[src/rtl/pc_fetch_unit.sv]
// pc_fetch_unit: program-counter owner and instruction fetch front end.
// Issues one word read at a time, holds the returned instruction for decode
// and loads the externally computed pc_next when decode takes the instruction.
// Optional feature macro: FETCH_ALIGN_CHECK_EN (misaligned pc_next traps into
// a sticky error state instead of being silently word-aligned).
module pc_fetch_unit #(
    parameter logic [31:0] RESET_PC = 32'h0000_0000
) (
    input  logic        clk,
    input  logic        rst,
    output logic [31:0] pc_cur,
    input  logic [31:0] pc_next,
    output logic        imem_req,
    output logic [31:0] imem_addr,
    input  logic        imem_ready,
    input  logic        imem_rvalid,
    input  logic [31:0] imem_rdata,
    output logic        instr_valid,
    input  logic        instr_ready,
    output logic [31:0] instr,
    output logic [5:0]  op,
    output logic [5:0]  funct,
    output logic [15:0] branch_delta,
    output logic [25:0] jump_target,
    output logic        fetch_err
);

`ifdef FETCH_ALIGN_CHECK_EN
    typedef enum logic [1:0] {StReq, StWait, StHold, StErr} state_e;
`else
    typedef enum logic [1:0] {StReq, StWait, StHold} state_e;
`endif

    state_e      state_q, state_d;
    logic [31:0] pc_q, pc_d;
    logic [31:0] instr_q, instr_d;

`ifdef FETCH_ALIGN_CHECK_EN
    logic        err_q, err_d;
`else
    // Low PC bits are dropped on load when the alignment check is off.
    logic        unused_pc_next_low;
    assign unused_pc_next_low = ^pc_next[1:0];
`endif

    // Next-state, PC and instruction-register update.
    always_comb begin
        state_d = state_q;
        pc_d    = pc_q;
        instr_d = instr_q;
`ifdef FETCH_ALIGN_CHECK_EN
        err_d   = err_q;
`endif
        case (state_q)
            StReq: begin
                if (imem_ready) begin
                    state_d = StWait;
                end
            end
            StWait: begin
                if (imem_rvalid) begin
                    instr_d = imem_rdata;
                    state_d = StHold;
                end
            end
            StHold: begin
                if (instr_ready) begin
`ifdef FETCH_ALIGN_CHECK_EN
                    pc_d = pc_next;
                    if (pc_next[1:0] != 2'b00) begin
                        state_d = StErr;
                        err_d   = 1'b1;
                    end else begin
                        state_d = StReq;
                    end
`else
                    pc_d    = {pc_next[31:2], 2'b00};
                    state_d = StReq;
`endif
                end
            end
`ifdef FETCH_ALIGN_CHECK_EN
            StErr: begin
                // Sticky until reset.
                state_d = StErr;
            end
`endif
            default: begin
                state_d = StReq;
            end
        endcase
    end

    // State registers with synchronous active-high reset.
    always_ff @(posedge clk) begin
        if (rst) begin
            state_q <= StReq;
            pc_q    <= RESET_PC;
            instr_q <= 32'h0000_0000;
`ifdef FETCH_ALIGN_CHECK_EN
            err_q   <= 1'b0;
`endif
        end else begin
            state_q <= state_d;
            pc_q    <= pc_d;
            instr_q <= instr_d;
`ifdef FETCH_ALIGN_CHECK_EN
            err_q   <= err_d;
`endif
        end
    end

    // Request is masked during reset so memory never sees a fetch from stale state.
    assign imem_req     = (state_q == StReq) && !rst;
    assign imem_addr    = pc_q;
    assign pc_cur       = pc_q;
    assign instr_valid  = (state_q == StHold);
    assign instr        = instr_q;
    assign op           = instr_q[31:26];
    assign funct        = instr_q[5:0];
    assign branch_delta = instr_q[15:0];
    assign jump_target  = instr_q[25:0];

`ifdef FETCH_ALIGN_CHECK_EN
    assign fetch_err = err_q;
`else
    assign fetch_err = 1'b0;
`endif

endmodule
[config.mk]
export PLATFORM = sky130hd
export DESIGN_NAME = pc_fetch_unit
export DESIGN_NICKNAME = d
export VERILOG_FILES = /design/src/rtl/pc_fetch_unit.sv
export SDC_FILE = /design/constraint.sdc
export NUM_CORES = 1
export LEC_CHECK = 0
export CORE_MARGIN = 2
export CORE_UTILIZATION = 38
export CTS_CLUSTER_SIZE = 24
export DETAILED_ROUTE_END_ITERATION = 6
export GPL_ROUTABILITY_DRIVEN = 0
export PLACE_DENSITY = 0.84
export SETUP_SLACK_MARGIN = 0.2
export SYNTH_ARGS = -nofsm -noshare
export SYNTH_HDL_FRONTEND = slang
export SYNTH_SLANG_ARGS = --single-unit
[constraint.sdc]
create_clock -name clk -period 1.5 [get_ports clk]
set_clock_uncertainty 0.05 [all_clocks]
set_input_delay 0.225 -clock clk [delete_from_list [all_inputs] [get_ports clk]]
set_output_delay 0.225 -clock clk [all_outputs]
set_load 0.02 [all_outputs]
Word level (Yosys, flattened, before mapping)
Index checks and enable logic that the tools add are counted.
- register bits: 64
- logic and storage cells: 18
- output and inout bits: 153
- input bits: 69
- eq/ne operators: 5
- reductions and logical operators: 6
- multiplexer cells: 4
- operators with widths (operator ; number):
    $mux W2 ; 3
    $pmux W2 S3 ; 1
    $ne A2 B2 Y1 const B ; 2
    $reduce_and A2 Y1 ; 2
    $reduce_and A3 Y1 ; 1
    $eq A2 B1 Y1 const B ; 1
    $eq A2 B2 Y1 const B ; 1
    $logic_not A2 Y1 ; 1
    $ne A2 B1 Y1 const B ; 1
    $logic_and A1 B1 Y1 ; 1
    $logic_not A1 Y1 ; 1

Logic depth before layout (Yosys ltp)
Gate-level depths: netlist of run 1.
- word-level depth: 3
- gate-level depth with buffers: 5
- gate-level depth less buffers: 2

Least setup slack after synthesis of run 1
Ideal clock, no wire load.
- path kind: input-to-output
- start: input rst
- end: output imem_req
- arrival time: 0.991 ns
- path slack: 0.234 ns
- buffers on the path: 2
- cell stages on the path: 3
- data required time: 1.225 ns
- cells stage by stage: buf_2 -> clkbuf_1 -> nor3_1
- cells in the longest elaborated chain, start to end: 2
- ends and longest elaborated chain (item ; line ; text):
    from (decl) ; 10 ; input logic rst,
    $logic_not A1 Y1 ; 114 ; assign imem_req = (state_q == StReq) && !rst;
    $logic_and A1 B1 Y1 ; 114 ;
    to (decl) ; 13 ; output logic imem_req,
No other way between the ends.

Worst setup path in the final report of run 1
- start: register state_q[0]
- end: register pc_q[13], in the netlist imem_addr[13]
- cells in the longest elaborated chain, start to end: 2
- ends and longest elaborated chain (item ; line ; text):
    from (decl) ; 34 ; state_e state_q, state_d;
    from (signal assigned) ; 97 ; state_q <= StReq;
    from (signal assigned) ; 104 ; state_q <= state_d;
    $eq A2 B2 Y1 ; 54 ; case (state_q)
    $reduce_and A2 Y1 (no source line) ; - ;
    to (signal assigned) ; 105 ; pc_q <= pc_d;
    to (decl) ; 35 ; logic [31:0] pc_q, pc_d;
No other way between the ends.
A chain may end at the register's enable or synchronous reset.

==> load_flow_metrics.sql, run 1 <==
INSERT INTO impl_metrics (metric_group, metric, value, unit) VALUES
('setup_path', 'critical_path.cell_chain', 'buf_6 > and3b_2 > buf_6 > buf_12 > mux2i_2', ''),
('floorplanning', 'dieArea', '0.0103', 'mm²'),
('clock_tree', 'clk_pin_slew', '70', 'ps'),
('floorplanning', 'die_width', '102', 'µm'),
('pwr', 'worst_ir_drop_vdd', '0.326', 'mV'),
('timing', 'timing.final.crit_share', '91.3', '%'),
('clock_tree', 'cts-htree-levels', '3', ''),
('grt', 'grt_max_degree', '127', ''),
('pwr', 'leakagePower', '2.07', 'nW'),
('setup_path', 'setup.worst_path.start_class', 'flop', ''),
('timing', 'count_of_final_max_slew_check_failures', '0', ''),
('pwr', 'pwr_density_cell', '725', 'mW/mm²'),
('finish', 'fin_nets', '572', ''),
('clock_tree', 'worst_skew_pair.late_latency', '330', 'ps'),
('synth', 'mapped_cells', '371', ''),
('hold_path', 'hp-start', 'imem_rdata[5]', ''),
('hold_path', 'hold_class', 'input port to flop', ''),
('grt', 'overflow', '0', ''),
('setup_path', 'worstReg2RegStart', 'state_q[0]', ''),
('synth', 'synthesis.area_per_instance', '9.76', 'µm²'),
('clock_tree', 'cts_tree', 'yes', ''),
('setup_path', 'crit_fanout', '7', ''),
('finish', 'fin_area', '0.00523', 'mm²'),
('setup_path', 'critPathRequiredTime', '1700', 'ps'),
('timing', 'max_freq', '731', 'MHz'),
('setup_path', 'startpoint_of_the_most_critical_setup_path', 'state_q[0]', ''),
('flow_run', 'maxCapViolations', '0', ''),
('clock_tree', 'clkSinkCount', '64', ''),
('setup_path', 'reg2reg_slack', '130', 'ps'),
('grt', 'grt_antenna_before_repair', '1', ''),
('finish', 'drive_gt1_share', '37.7', '%'),
('setup_path', 'regToRegEndpoint', 'imem_addr[13]', ''),
('timing', 'hold_ws', '406', 'ps'),
('setup_path', 'worst_path_largest_cell_delay', '350', 'ps'),
('finish', 'area.sequential', '0.00129', 'mm²'),
('timing', 'setup_violations', '0', ''),
('floorplanning', 'start_util', '39.2', '%'),
('timing', 'post-route-min-period', '1370', 'ps'),
('clock_tree', 'cts-buffers-inserted', '9', ''),
('grt', 'via_count_of_the_first_global_routing_pass', '2682', ''),
('synth', 'post_synth_instance_area', '0.00362', 'mm²'),
('finish', 'layout.filler_cells', '835', ''),
('timing', 'max-slew-margin-rel', '44.4', '%'),
('grt', 'wire_length_of_the_first_global_routing_pass', '13200', 'µm'),
('setup_path', 'worst_setup_path_end_kind', 'flop', ''),
('floorplanning', 'die-height', '102', 'µm'),
('finish', 'areaGrowthSynthToFinish', '44.4', '%'),
('synth', 'yosys_register_bits', '64', ''),
('setup_path', 'cp_arrival', '1570', 'ps'),
('synth', 'synth_cell_types', '17', ''),
('clock_tree', 'ctsLongestPathBuffers', '2', ''),
('synth', 'sequential_area_share_after_synthesis', '35.4', '%'),
('timing', 'timing.final.hold_violations', '0', ''),
('run_status', 'run_status', 'finished clean', ''),
('setup_path', 'timing.critical_path.buf_inv', '3', ''),
('synth', 'yosysTopAreaCellShare', '35.4', '%'),
('finish', 'multi_input_comb_area', '0.00150', 'mm²'),
('floorplanning', 'row_count', '35', ''),
('setup_path', 'critPathSlowestCell', 'dfxtp_2', ''),
('synth', 'yosys_warnings', '0', ''),
('synth', 'netlist_top_cells_area', 'dfxtp_1, nand2b_1, buf_4', ''),
('grt', 'grt.total_usage', '16.4', '%'),
('setup_path', 'crit_family', 'buffers and inverters', ''),
('floorplanning', 'core', '0.00924', 'mm²'),
('routing', 'drt_pre_antenna_iters', '4', ''),
('clock_tree', 'hold_buffers', '0', ''),
('place', 'dp_hpwl', '6220', 'µm'),
('routing', 'detail_route.vias_per_cell', '4.30', ''),
('setup_path', 'r2r_cells', '5', ''),
('floorplanning', 'io-pin-count', '222', ''),
('setup_path', 'critical-path-top-cell-by-count', 'buf_6', ''),
('hold_path', 'whs_path_depth', '3', ''),
('timing', 'setup_repair_after_global_routing_missed_its_margin', 'true', ''),
('timing', 'tightestPinTransition', '834', 'ps'),
('clock_tree', 'clock-root-buffer', 'clkbuf_8', ''),
('routing', 'via_count', '2739', ''),
('place', 'placed_area', '0.00517', 'mm²'),
('routing', 'route.detailed.drc', '0', ''),
('routing', 'postRouteAntennaNets', '0', ''),
('routing', 'drt_iter0_drc', '50', ''),
('place', 'port_buffer_cells', '214', ''),
('synth', 'post-synth-top-area-cell', 'dfxtp_1', ''),
('hold_path', 'hold_end', 'instr[5]', ''),
('routing', 'wire_per_inst', '14.0', 'µm'),
('setup_path', 'timing.setup.critical_path_class', 'flop to flop', ''),
('routing', 'routed_wirelength', '8950', 'µm');
==> cell type report <==
class	instances	area share (%)
diodes	1	0.0479
clock buffers	11	2.51
well taps	129	3.09
repair buffers	228	40.5
clock inverters	4	0.431
multi-input cells	200	28.7
flip-flops and latches	64	24.7
==> routing by layer <==
| metal | global-route usage [%] | vias up | share of wire (%) | wire [µm] |
|---|---|---|---|---|
| met3 | 4.76 | 9 | 8.7 | 774 |
| li1 | - | 1344 | - | - |
| met1 | 17.0 | 1256 | 38 | 3430 |
| met4 | 6.13 | 0 | 1.4 | 123 |
| met2 | 31.0 | 130 | 52 | 4620 |
| met5 | 0 | - | 0 | 0 |
==> kinds of logic after synthesis <==
group / count (synthesis) / synth area share, %
compound gates: 2 / 0.484
buf+inv: 111 / 23.9
flops: 64 / 35.4
mux: 62 / 17.1
other cells: 1 / 0.104
simple gates: 131 / 23.0
==> registers in the layout (all words and copies together), names as in the netlist <==
name,count
instr,32
imem_addr,30
state_q,2
==> synthesized netlist by cell type <==
library cell and number:
clkbuf_1 12, or2b_1 1, nand2b_2 1, conb_1 1
buf_6 2, and2b_2 1, o21ba_1 1, nor3b_1 1
buf_4 89, a211oi_1 1, mux2i_1 62, buf_2 2
and3b_1 2, nand2b_1 124, nor3_1 1, buf_12 6
dfxtp_1 64
==> per-stage QoR <==
stage               util (%)  power (mW)  worst slack (ps)  setup TNS (ps)  std cells
CTS                     59.8        3.86               109               0        633
global route            56.6        3.96              82.3               0        637
global placement        56.0        2.63              14.4               0        614
finish                  56.6        3.79               131               0        637
detailed placement      56.0        2.64             -56.4            -729        614
floorplan                  -        2.31               234               0        375
==> power breakdown <==
group / switching (mW) / leakage (nW) / internal, mW
registers: 0.0465 / 0.522 / 1.75
logic: 0.339 / 1.47 / 0.418
clock network: 0.650 / 0.0790 / 0.583
total: 1.04 / 2.07 / 2.75
==> cells in the final DEF (no fill, tap or decap), types with 2 or more instances in the layout <==
cell and n:
clkdlybuf4s50_1 65, dfxtp_2 9, clkbuf_1 2, clkdlybuf4s15_2 76, clkinv_2 3, clkbuf_2 19, buf_12 5, buf_6 4
and3b_2 2, nand2b_1 124, conb_1 5, buf_4 4, mux2i_1 61, clkbuf_8 9, buf_16 2, dfxtp_1 55
buf_2 52
==> repair_timing <==
item,in CTS,in global routing
endpoints found under the setup margin,176,107
pin swaps,0,0
cloned,2,1
buffers inserted,2,2
resized for setup,452,65
==> how the worst max path moves through the flow <==
stage	slack (ps)	depth (start not counted)	to
2_1_floorplan	230	3	imem_req
3_3_place_gp	10	4	imem_addr[22]
3_5_place_dp	-60	4	imem_addr[13]
4_1_cts	110	5	imem_addr[20]
5_1_grt	80	5	imem_addr[13]
6_report	130	5	imem_addr[13]
==> worst min-delay path, stage by stage <==
cell             delay [ps]
clkdlybuf4s50_1         390
nand2b_1                 70
mux2i_1                  60
(Power assumes the default switching activity.)
==> run 2: changes to the inputs <==
--- a/config.mk
+++ b/config.mk
@@ -10,7 +10,7 @@
 export CTS_CLUSTER_SIZE = 24
 export DETAILED_ROUTE_END_ITERATION = 6
 export GPL_ROUTABILITY_DRIVEN = 0
-export PLACE_DENSITY = 0.84
+export PLACE_DENSITY = 0.86
 export SETUP_SLACK_MARGIN = 0.2
 export SYNTH_ARGS = -nofsm -noshare
 export SYNTH_HDL_FRONTEND = slang
==> run 2 against run 1 <==
Combinational power is 4.2% lower. Setup slack better by 46 ps. Count of clock-buffer cells in the layout stayed put. Sequential share of layout area is 1.1 points higher. Register-to-register slack better by 110 ps. Largest cell class unchanged. Largest power group unchanged. Highest routed layer unchanged.
==> load_flow_metrics.sql, run 2 (same netlist as run 1, synthesis figures left out) <==
INSERT INTO impl_metrics (metric_group, metric, value, unit) VALUES
('run_status', 'run_status', 'finished clean', ''),
('setup_path', 'crit_family', 'flip-flops', ''),
('finish', 'most-common-layout-cells', 'nand2b_1, buf_2, clkdlybuf4s50_1', ''),
('pwr', 'leakagePower', '2.09', 'nW'),
('timing', 'post-route-min-period', '1320', 'ps'),
('setup_path', 'worst_path_largest_cell_delay', '380', 'ps'),
('floorplanning', 'die-height', '102', 'µm'),
('grt', 'grt_max_degree', '127', ''),
('floorplanning', 'core', '0.00924', 'mm²'),
('floorplanning', 'start_util', '39.2', '%'),
('finish', 'layout.filler_cells', '865', ''),
('timing', 'max-slew-margin-rel', '43.5', '%'),
('timing', 'setup_total_negative_slack', '0', 'ps'),
('finish', 'largest_register_ff_count', '32', ''),
('setup_path', 'setup.worst_path.start_class', 'flop', ''),
('routing', 'wire_per_inst', '13.6', 'µm'),
('timing', 'hold_ws', '393', 'ps'),
('routing', 'via_count', '2708', ''),
('setup_path', 'crit_fanout', '7', ''),
('finish', 'insertedDiodeCount', '0', ''),
('setup_path', 'timing.setup.critical_path_class', 'flop to output pin', ''),
('clock_tree', 'ctsLongestPathBuffers', '2', ''),
('clock_tree', 'clock-root-buffer', 'clkbuf_8', ''),
('finish', 'multi_input_comb_area', '0.00151', 'mm²'),
('clock_tree', 'cts-buffers-inserted', '9', ''),
('flow_run', 'maxCapViolations', '0', ''),
('timing', 'max_freq', '756', 'MHz'),
('place', 'port_buffer_cells', '214', ''),
('routing', 'drt_iter0_drc', '74', ''),
('timing', 'count_of_final_max_slew_check_failures', '0', ''),
('routing', 'drt_pre_antenna_iters', '4', ''),
('setup_path', 'worst_setup_path_end_kind', 'output pin', ''),
('grt', 'grt.total_usage', '15.8', '%'),
('routing', 'postRouteAntennaNets', '0', ''),
('finish', 'fin_nets', '565', ''),
('floorplanning', 'dieArea', '0.0103', 'mm²'),
('setup_path', 'critical_path.cell_chain', 'and2b_2 > buf_6', ''),
('floorplanning', 'die_width', '102', 'µm'),
('setup_path', 'startpoint_of_the_most_critical_setup_path', 'state_q[0]', ''),
('routing', 'routed_wirelength', '8600', 'µm'),
('floorplanning', 'io-pin-count', '222', ''),
('place', 'dp_hpwl', '6030', 'µm'),
('floorplanning', 'row_count', '35', ''),
('pwr', 'worst_ir_drop_vdd', '0.426', 'mV'),
('hold_path', 'hold_class', 'input port to flop', ''),
('clock_tree', 'cts-htree-levels', '3', ''),
('clock_tree', 'clk_pin_slew', '80', 'ps'),
('clock_tree', 'clkSinkCount', '64', ''),
('setup_path', 'timing.critical_path.buf_inv', '1', ''),
('routing', 'route.detailed.drc', '0', ''),
('clock_tree', 'cts_tree', 'yes', ''),
('timing', 'setup_violations', '0', ''),
('finish', 'area.sequential', '0.00130', 'mm²'),
('grt', 'overflow', '0', ''),
('pwr', 'pwr_density_cell', '801', 'mW/mm²'),
('grt', 'grt_antenna_before_repair', '0', ''),
('clock_tree', 'worst_skew_pair.late_latency', '320', 'ps'),
('clock_tree', 'cts_setup_buffers', '0', ''),
('routing', 'detail_route.vias_per_cell', '4.30', ''),
('timing', 'timing.final.hold_violations', '0', ''),
('finish', 'areaGrowthSynthToFinish', '39.3', '%'),
('finish', 'final_common_cell', 'nand2b_1', ''),
('setup_path', 'critPathSlowestCell', 'dfxtp_4', ''),
('setup_path', 'cp_arrival', '1050', 'ps'),
('grt', 'via_count_of_the_first_global_routing_pass', '2718', ''),
('finish', 'drive_gt1_share', '37.5', '%'),
('grt', 'wire_length_of_the_first_global_routing_pass', '12900', 'µm'),
('hold_path', 'hp-start', 'imem_rdata[5]', ''),
('timing', 'setup_repair_after_global_routing_missed_its_margin', 'true', ''),
('timing', 'tightestPinTransition', '847', 'ps'),
('setup_path', 'critPathRequiredTime', '1220', 'ps'),
('timing', 'timing.final.crit_share', '88.2', '%'),
('setup_path', 'worstReg2RegStart', 'state_q[0]', '');
[run 2: changes by cell type in the layout (fill, tap and decap cells not counted), moves of 4 or more]
| cell | before | now |
|---|---|---|
| clkdlybuf4s15_2 | 76 | 51 |
| buf_2 | 52 | 67 |
| clkbuf_2 | 19 | 25 |
| dfxtp_1 | 55 | 50 |
| dfxtp_2 | 9 | 13 |
[run 2: worst reg2reg max path, stage by stage (launching register included)]
cell and delay (ps):
dfxtp_4 360, and3b_2 360, clkbuf_16 230, mux2i_1 200
[run 2: metal layers]
layer	wire length, µm	GRT usage (%)	vias to the layer above	share of wire (%)
met3	652	5.31	7	7.6
met4	77	5.09	0	0.90
met5	0	0	-	0
met2	4480	28.7	123	52
li1	-	-	1325	-
met1	3390	17.3	1253	39
[run 2: cell type report]
cell class	count	area share, %
multi-input combinational	200	29.9
timing repair buffer	221	37.0
clock buffer	11	3.00
sequential	64	25.8
clock inverter	5	1.09
tap	129	3.20
[run 2: worst paths after layout]
kind | slack (ps) | cells after the start | end
worst min-delay path | 390 | 3 | instr[5]
worst max register to register | 240 | 3 | imem_addr[5]
worst min register to register | 420 | 1 | state_q[0]
worst max-delay path | 180 | 2 | instr_valid
[run 2: metrics by stage]
step | util (%) | worst slack (ps) | cells | area, µm² | total power [mW]
final | 54.6 | 177 | 630 | 5040 | 4.04
after global routing | 54.6 | 120 | 630 | 5040 | 4.25
after CTS | 58.8 | 150 | 628 | 5430 | 4.13
after detailed placement | 55.7 | -65.4 | 612 | 5140 | 2.63
after global placement | 55.7 | 21.4 | 612 | 5140 | 2.61
after floorplan | - | 234 | 375 | 3630 | 2.31
[run 2: timing repair]
action / in CTS / in global routing
endpoints found under the setup margin: 148 / 111
resized for setup: 429 / 98
pin swaps: 0 / 1
hold buffers: 0 / 0
gates cloned: 0 / 2
[run 2: where the power goes]
part           switching (mW)  internal, mW  leakage [nW]
sequential             0.0451          1.75         0.525
combinational           0.334         0.392          1.46
clock                   0.664         0.852         0.101
total                    1.04          2.99          2.09
